--- src/rtl/fetch_unit_pkg.sv ---
`default_nettype none
// ============================================================================
// Module      : fetch_unit_pkg
// Description : Shared widths, fetch FSM state type and jump-target table.
// Revision    : 1.0 - initial release
// ============================================================================
package fetch_unit_pkg;

  localparam int PC_W   = 10;
  localparam int TIDX_W = 4;
  localparam int CNT_W  = 16;

  typedef enum logic [1:0] {
    IDLE = 2'd0,
    LOAD = 2'd1,
    RUN  = 2'd2,
    HALT = 2'd3
  } fetch_state_t;

  // Assembled alongside the program set; the assembler reads the same table.
  localparam logic [PC_W-1:0] kJumpTargets [2**TIDX_W] = '{
    10'h000, 10'h010, 10'h080, 10'h120,
    10'h200, 10'h0A6, 10'h300, 10'h3FF,
    10'h001, 10'h055, 10'h155, 10'h2AA,
    10'h0F0, 10'h1F0, 10'h2F0, 10'h3F0
  };

  // je and jne together cover both flag outcomes, so the jump is unconditional.
  function automatic logic jump_taken(input logic je, input logic jne, input logic eq);
    return (je & eq) | (jne & ~eq);
  endfunction

endpackage
`default_nettype wire

--- src/rtl/fetch_unit_if.sv ---
`default_nettype none
// ============================================================================
// Module      : fetch_unit_if
// Description : Harness/decoder-facing bundle of the fetch unit.
// Revision    : 1.0 - initial release
// ============================================================================
interface fetch_unit_if;
  import fetch_unit_pkg::*;

  logic              Start;
  logic [PC_W-1:0]   StartAddr;
  logic              JumpEqual;
  logic              JumpNotEqual;
  logic              EqualFlag;
  logic [TIDX_W-1:0] TargetIdx;
  logic              Ack;
  logic [PC_W-1:0]   ProgCtr;
  logic              InstValid;
  logic              Done;
  logic [CNT_W-1:0]  CycleCnt;

  modport master (
    output Start, StartAddr, JumpEqual, JumpNotEqual, EqualFlag, TargetIdx, Ack,
    input  ProgCtr, InstValid, Done, CycleCnt
  );

  modport slave (
    input  Start, StartAddr, JumpEqual, JumpNotEqual, EqualFlag, TargetIdx, Ack,
    output ProgCtr, InstValid, Done, CycleCnt
  );

endinterface
`default_nettype wire

--- src/rtl/fetch_unit_jump_lut.sv ---
`default_nettype none
// ============================================================================
// Module      : fetch_unit_jump_lut
// Description : Combinational jump-target lookup (jump_lut) over kJumpTargets.
// Revision    : 1.0 - initial release
// ============================================================================
module fetch_unit_jump_lut
  import fetch_unit_pkg::*;
(
  input  wire logic [TIDX_W-1:0] i_idx,
  output logic      [PC_W-1:0]   o_target
);

  assign o_target = kJumpTargets[i_idx];

endmodule
`default_nettype wire

--- src/rtl/fetch_unit.sv ---
`default_nettype none
// ============================================================================
// Module      : fetch_unit
// Description : Program counter and IDLE/LOAD/RUN/HALT fetch sequencer.
// Revision    : 1.0 - initial release
// ============================================================================
module fetch_unit
  import fetch_unit_pkg::*;
(
  input  wire logic   Clk,
  input  wire logic   Reset,
  fetch_unit_if.slave bus
);

  fetch_state_t     r_state, w_state_nxt;
  logic [PC_W-1:0]  r_pc, w_pc_nxt, w_target;
  logic             r_done, w_done_nxt;
  logic [CNT_W-1:0] r_cnt, w_cnt_nxt;

  fetch_unit_jump_lut u_jump_lut (
    .i_idx    (bus.TargetIdx),
    .o_target (w_target)
  );

  always_ff @(posedge Clk or posedge Reset) begin
    if (Reset) begin
      r_state <= IDLE;
      r_pc    <= '0;
      r_done  <= 1'b0;
      r_cnt   <= '0;
    end else begin
      r_state <= w_state_nxt;
      r_pc    <= w_pc_nxt;
      r_done  <= w_done_nxt;
      r_cnt   <= w_cnt_nxt;
    end
  end

  always_comb begin
    w_state_nxt = r_state;
    w_pc_nxt    = r_pc;
    w_done_nxt  = r_done;
    w_cnt_nxt   = r_cnt;
    case (r_state)
      IDLE: begin
        if (bus.Start) w_state_nxt = LOAD;
      end
      LOAD: begin
        w_done_nxt = 1'b0;
        w_cnt_nxt  = '0;
        if (bus.Start) w_pc_nxt = bus.StartAddr;
        else           w_state_nxt = RUN;
      end
      RUN: begin
        if (r_cnt != {CNT_W{1'b1}}) w_cnt_nxt = r_cnt + 1'b1;
        // Restart outranks halt, halt outranks jump, jump outranks increment.
        if (bus.Start) begin
          w_state_nxt = LOAD;
        end else if (bus.Ack) begin
          w_state_nxt = HALT;
          w_done_nxt  = 1'b1;
        end else if (jump_taken(bus.JumpEqual, bus.JumpNotEqual, bus.EqualFlag)) begin
          w_pc_nxt = w_target;
        end else begin
          w_pc_nxt = r_pc + 1'b1;
        end
      end
      HALT: begin
        if (bus.Start) w_state_nxt = LOAD;
      end
      default: w_state_nxt = IDLE;
    endcase
  end

  assign bus.ProgCtr   = r_pc;
  assign bus.InstValid = (r_state == RUN);
  assign bus.Done      = r_done;
  assign bus.CycleCnt  = r_cnt;

endmodule
`default_nettype wire

--- src/flat_wrapper.sv ---
// flat-port wrapper written by rule: the top's interface ports become plain ports
module fetch_unit_flat import fetch_unit_pkg::*;
  (Clk, Reset, bus_Start, bus_StartAddr, bus_JumpEqual, bus_JumpNotEqual, bus_EqualFlag, bus_TargetIdx, bus_Ack, bus_ProgCtr, bus_InstValid, bus_Done, bus_CycleCnt);
  fetch_unit_if bus_i ();
  input  wire logic Clk;
  input  wire logic Reset;
  input wire logic [$bits(bus_i.Start)-1:0] bus_Start;
  input wire logic [$bits(bus_i.StartAddr)-1:0] bus_StartAddr;
  input wire logic [$bits(bus_i.JumpEqual)-1:0] bus_JumpEqual;
  input wire logic [$bits(bus_i.JumpNotEqual)-1:0] bus_JumpNotEqual;
  input wire logic [$bits(bus_i.EqualFlag)-1:0] bus_EqualFlag;
  input wire logic [$bits(bus_i.TargetIdx)-1:0] bus_TargetIdx;
  input wire logic [$bits(bus_i.Ack)-1:0] bus_Ack;
  output wire logic [$bits(bus_i.ProgCtr)-1:0] bus_ProgCtr;
  output wire logic [$bits(bus_i.InstValid)-1:0] bus_InstValid;
  output wire logic [$bits(bus_i.Done)-1:0] bus_Done;
  output wire logic [$bits(bus_i.CycleCnt)-1:0] bus_CycleCnt;
  assign bus_i.Start = bus_Start;
  assign bus_i.StartAddr = bus_StartAddr;
  assign bus_i.JumpEqual = bus_JumpEqual;
  assign bus_i.JumpNotEqual = bus_JumpNotEqual;
  assign bus_i.EqualFlag = bus_EqualFlag;
  assign bus_i.TargetIdx = bus_TargetIdx;
  assign bus_i.Ack = bus_Ack;
  assign bus_ProgCtr = bus_i.ProgCtr;
  assign bus_InstValid = bus_i.InstValid;
  assign bus_Done = bus_i.Done;
  assign bus_CycleCnt = bus_i.CycleCnt;
  fetch_unit u_core (.Clk(Clk), .Reset(Reset), .bus(bus_i));
endmodule
--- config.mk ---
export PLATFORM = sky130hd
export DESIGN_NAME = fetch_unit_flat
export DESIGN_NICKNAME = d
export VERILOG_FILES = /design/src/rtl/fetch_unit_pkg.sv /design/src/rtl/fetch_unit_if.sv /design/src/rtl/fetch_unit_jump_lut.sv /design/src/rtl/fetch_unit.sv /design/src/flat_wrapper.sv
export SDC_FILE = /design/constraint.sdc
export NUM_CORES = 1
export LEC_CHECK = 0
export ABC_AREA = 1
export CAP_MARGIN = 20
export CORE_MARGIN = 1.5
export CORE_UTILIZATION = 30
export DETAILED_ROUTE_END_ITERATION = 10
export GPL_ROUTABILITY_DRIVEN = 0
export PLACE_DENSITY = 0.57
export SYNTH_ARGS = -nofsm -noshare
export SYNTH_HDL_FRONTEND = slang
export SYNTH_SLANG_ARGS = --single-unit
export TNS_END_PERCENT = 30
--- constraint.sdc ---
create_clock -name Clk -period 1.8 [get_ports Clk]
set_clock_uncertainty 0.2 [all_clocks]
set_input_delay 0.36 -clock Clk [delete_from_list [all_inputs] [get_ports Clk]]
set_output_delay 0.36 -clock Clk [all_outputs]
set_load 0.005 [all_outputs]
==> impl_metrics.yaml <==
outcome:
  outcome: "completed"
worst_setup_path:
  critPathMaxStageDelay_ns: 0.52
  cpMaxStageDelayCell: "sky130_fd_sc_hd__clkdlybuf4s50_1"
  setup.worst_path.class: "reg -> out"
  critical_path_peak_fanout: 4
  cp_data_required_time_ns: 1.24
  cp_top_family: "buffers and inverters"
  worstSetupStartpointType: "flop"
  worst_setup_path_end_kind: "output pin"
  timing.critical_path.arrival_ns: 1.21
  crit_path_cell_trace: "clkdlybuf4s50_1"
  critical_path_buf_inv_count: 1
yosys:
  post_synth_xor_area_fraction_pct: 1.59
  synth_sequential_area_ratio_pct: 32.9
  number_of_nets_produced_by_synthesis: 365
  synth.ff_latch_count: 29
  synth_compound_gate_area_share_pct: 11.0
  syn_inst: 336
  synth_fa_ha_area_share_pct: 4.54
  synth_edf_count: 0
  synth-simple-area-share_pct: 41.7
  post_synth_mux_area_share_pct: 0
  combinational_family_with_the_most_area_after_synthesis: "simple AND/OR/NAND/NOR gates"
  mappedNetlistArea_um2: 2200
  synth_flop_cell: "sky130_fd_sc_hd__dfrtp_1"
  synthesis.area_per_instance_um2: 6.56
  synth_warnings: 0
  count_of_different_cell_masters_after_synthesis: 26
  share_of_synthesized_flip_flops_with_an_asynchronous_set_or_reset_pct: 100
cts:
  worst_case_clock_buffer_depth: 2
  htreeDepth: 2
  cts_num_sinks: 29
  clk_pin_slew_worst_paths_ns: 0.07
  cts_root_buf: "sky130_fd_sc_hd__clkbuf_8"
  clock_insertion_delay_worst_skew_ns: 0.28
  clock_tree_from_tritoncts: "built"
  number_of_cts_inserted_buffers: 5
sta:
  worst-slew-pin-transition_ns: 0.428
  finalCriticalPeriod_ns: 1.77
  hold_viol_final: 0
  clock.fmax_ghz: 0.566
  setup_repair_after_global_routing_missed_its_margin: "true"
  final-setup-viol-count: 0
  final.period_utilization_pct: 98.1
  timing.final.max_slew_violations: 0
  timing.slew.headroom_pct: 71.2
routing:
  detail_route.drc_violations: 0
  detail_route.vias_per_cell: 4.74
  routedWlPerCell_um: 12.3
  finalWirelength_mm: 6.34
  drt_pass1_iterations: 4
  drt_initial_violations: 83
  num_vias: 2448
  ant_nets: 0
run:
  number_of_max_cap_violations: 0
power_and_ir_drop:
  p_leak_nw: 1.79
  pwr_density_cell_nw_per_um2: 1200
  vdd_ir_drop_max_uv: 461
finish:
  utilization_of_the_core_after_routing_pct: 46.0
  final_area_um2: 3300
  drive_gt1_share_pct: 20.8
  fill_cells: 709
  nets: 447
  layout-area-overhead-vs-synth_pct: 49.7
  antenna_cells: 0
  fin_cells: 517
hold_path:
  min_path_type: "in -> async"
grt:
  grt_first_pass_wirelength_mm: 10.0
  via_count_of_the_first_global_routing_pass: 2231
  grt_antenna_before_repair: 0
  global_route_overflow: 0
  track_usage_pct: 16.3
  grt_max_degree: 30
floorplan:
  top_level_ports: 49
  fp.coreArea_um2: 7180
  start_util_pct: 30.7
  area_of_the_die_um2: 7870
  fp-row-count: 31
  die_y_um: 88.7
  dieWidth_um: 88.7
placed_design:
  post_dp_cell_area_um2: 2970
  place_hpwl_mm: 4.46
  cells_after_dpl: 499
  io_buffers: 48
==> synth_stat cells (3+ instances only) <==
cell	instances	area share, %
sky130_fd_sc_hd__a21oi_1	10	2.3
sky130_fd_sc_hd__dfrtp_1	29	33
sky130_fd_sc_hd__ha_1	8	4.5
sky130_fd_sc_hd__inv_1	30	5.1
sky130_fd_sc_hd__inv_2	8	1.4
sky130_fd_sc_hd__nand2_1	116	20
sky130_fd_sc_hd__nand3_1	35	8.0
sky130_fd_sc_hd__nand4_1	7	2.0
sky130_fd_sc_hd__nor2_1	45	7.7
sky130_fd_sc_hd__nor2_4	6	3.1
sky130_fd_sc_hd__o21ai_0	5	1.1
sky130_fd_sc_hd__o21ai_1	3	0.68
sky130_fd_sc_hd__o21ai_2	11	4.4
sky130_fd_sc_hd__o21bai_1	3	1.0
sky130_fd_sc_hd__xor2_1	4	1.6
==> kinds of logic (layout without fill, tap and decap cells) <==
logic type / count (synthesis) / count (layout)
XOR/XNOR: 4 / 4
buffers and inverters: 45 / 127
flip-flops: 29 / 29
AO/OA/AOI/OAI: 36 / 36
adder cells (fa/ha/maj): 8 / 8
AND/OR/NAND/NOR: 214 / 214
==> layout make-up <==
class | instances | area, um2 | share of cell area, %
flip-flops and latches | 29 | 733 | 22.2
well taps | 99 | 124 | 3.76
inverters | 40 | 153 | 4.63
clock buffers | 7 | 86.3 | 2.62
repair buffers | 80 | 831 | 25.2
multi-input cells | 262 | 1370 | 41.6
==> report_power, final <==
| part | switching (mW) | internal, mW |
|---|---|---|
| logic | 1.23 | 1.10 |
| registers | 0.215 | 0.845 |
| clock network | 0.247 | 0.303 |
==> metal layers <==
metal	track usage, %	vias to the layer above	part of all wire, %
met5	0	-	0
met4	4.69	0	1.7
met3	2.89	13	3.8
met2	28.9	61	49
met1	20.0	1136	45
li1	-	1238	-
==> cells in the final DEF (no fill, tap or decap), types with 3 or more instances in the layout <==
cell type,instances
sky130_fd_sc_hd__clkdlybuf4s50_1,24
sky130_fd_sc_hd__nand2_1,113
sky130_fd_sc_hd__xor2_1,4
sky130_fd_sc_hd__nor2_2,4
sky130_fd_sc_hd__nor2_4,6
sky130_fd_sc_hd__clkbuf_8,6
sky130_fd_sc_hd__dfrtp_1,23
sky130_fd_sc_hd__a21oi_2,3
sky130_fd_sc_hd__nand3_1,35
sky130_fd_sc_hd__dlymetal6s2s_1,17
sky130_fd_sc_hd__buf_4,26
sky130_fd_sc_hd__ha_4,3
sky130_fd_sc_hd__inv_2,9
sky130_fd_sc_hd__o21ai_2,10
sky130_fd_sc_hd__buf_12,3
sky130_fd_sc_hd__nor2_1,41
sky130_fd_sc_hd__inv_1,28
sky130_fd_sc_hd__dfrtp_2,6
sky130_fd_sc_hd__nand2_2,4
sky130_fd_sc_hd__o21ai_1,5
sky130_fd_sc_hd__ha_1,5
sky130_fd_sc_hd__o21bai_1,3
sky130_fd_sc_hd__dlygate4sd2_1,7
sky130_fd_sc_hd__a21oi_1,8
sky130_fd_sc_hd__o21ai_0,3
sky130_fd_sc_hd__nand4_1,7
==> registers in the layout, summed over array words and instances (netlist names) <==
register and count:
u_core.r_state 2, u_core.bus.CycleCnt 16, u_core.bus.ProgCtr 10, u_core.bus.Done 1
==> timing repair <==
| action | in CTS | in global routing |
|---|---|---|
| buffers inserted | 1 | 9 |
| cloned | 0 | 2 |
| hold buffers | 0 | 0 |
| setup endpoints to repair | 14 | 41 |
| resized for setup | 16 | 37 |
| pin swaps | 0 | 11 |
==> stage by stage <==
stage	hold WS (ns)	total power, mW	worst slack [ns]	setup TNS (ns)
global placement	0.287	3.11	-0.288	-2.08
finish	0.214	3.94	0.0343	0
detailed placement	0.298	3.13	-0.316	-2.30
floorplan	0.238	2.20	0.0507	0
CTS	0.220	3.70	0.000907	0
global route	0.259	4.27	-0.0144	-0.0584
==> worst paths after layout <==
check,to,cells past startpoint,slack (ns),startpoint
max,bus_CycleCnt[8],1,0.03,u_core.bus.CycleCnt[8]$_DFFE_PP0P_
min in group Clk,u_core.bus.Done$_DFFE_PP0P_,2,0.31,u_core.bus.Done$_DFFE_PP0P_
min,u_core.bus.ProgCtr[8]$_DFFE_PP0P_,3,0.21,Reset
min reg2reg,u_core.bus.Done$_DFFE_PP0P_,2,0.31,u_core.bus.Done$_DFFE_PP0P_
max in group asynchronous,u_core.bus.ProgCtr[2]$_DFFE_PP0P_,3,1.00,Reset
max reg2reg,u_core.bus.ProgCtr[0]$_DFFE_PP0P_,9,0.05,u_core.r_state[1]$_DFFE_PP0P_
(Power assumes the default switching activity.)
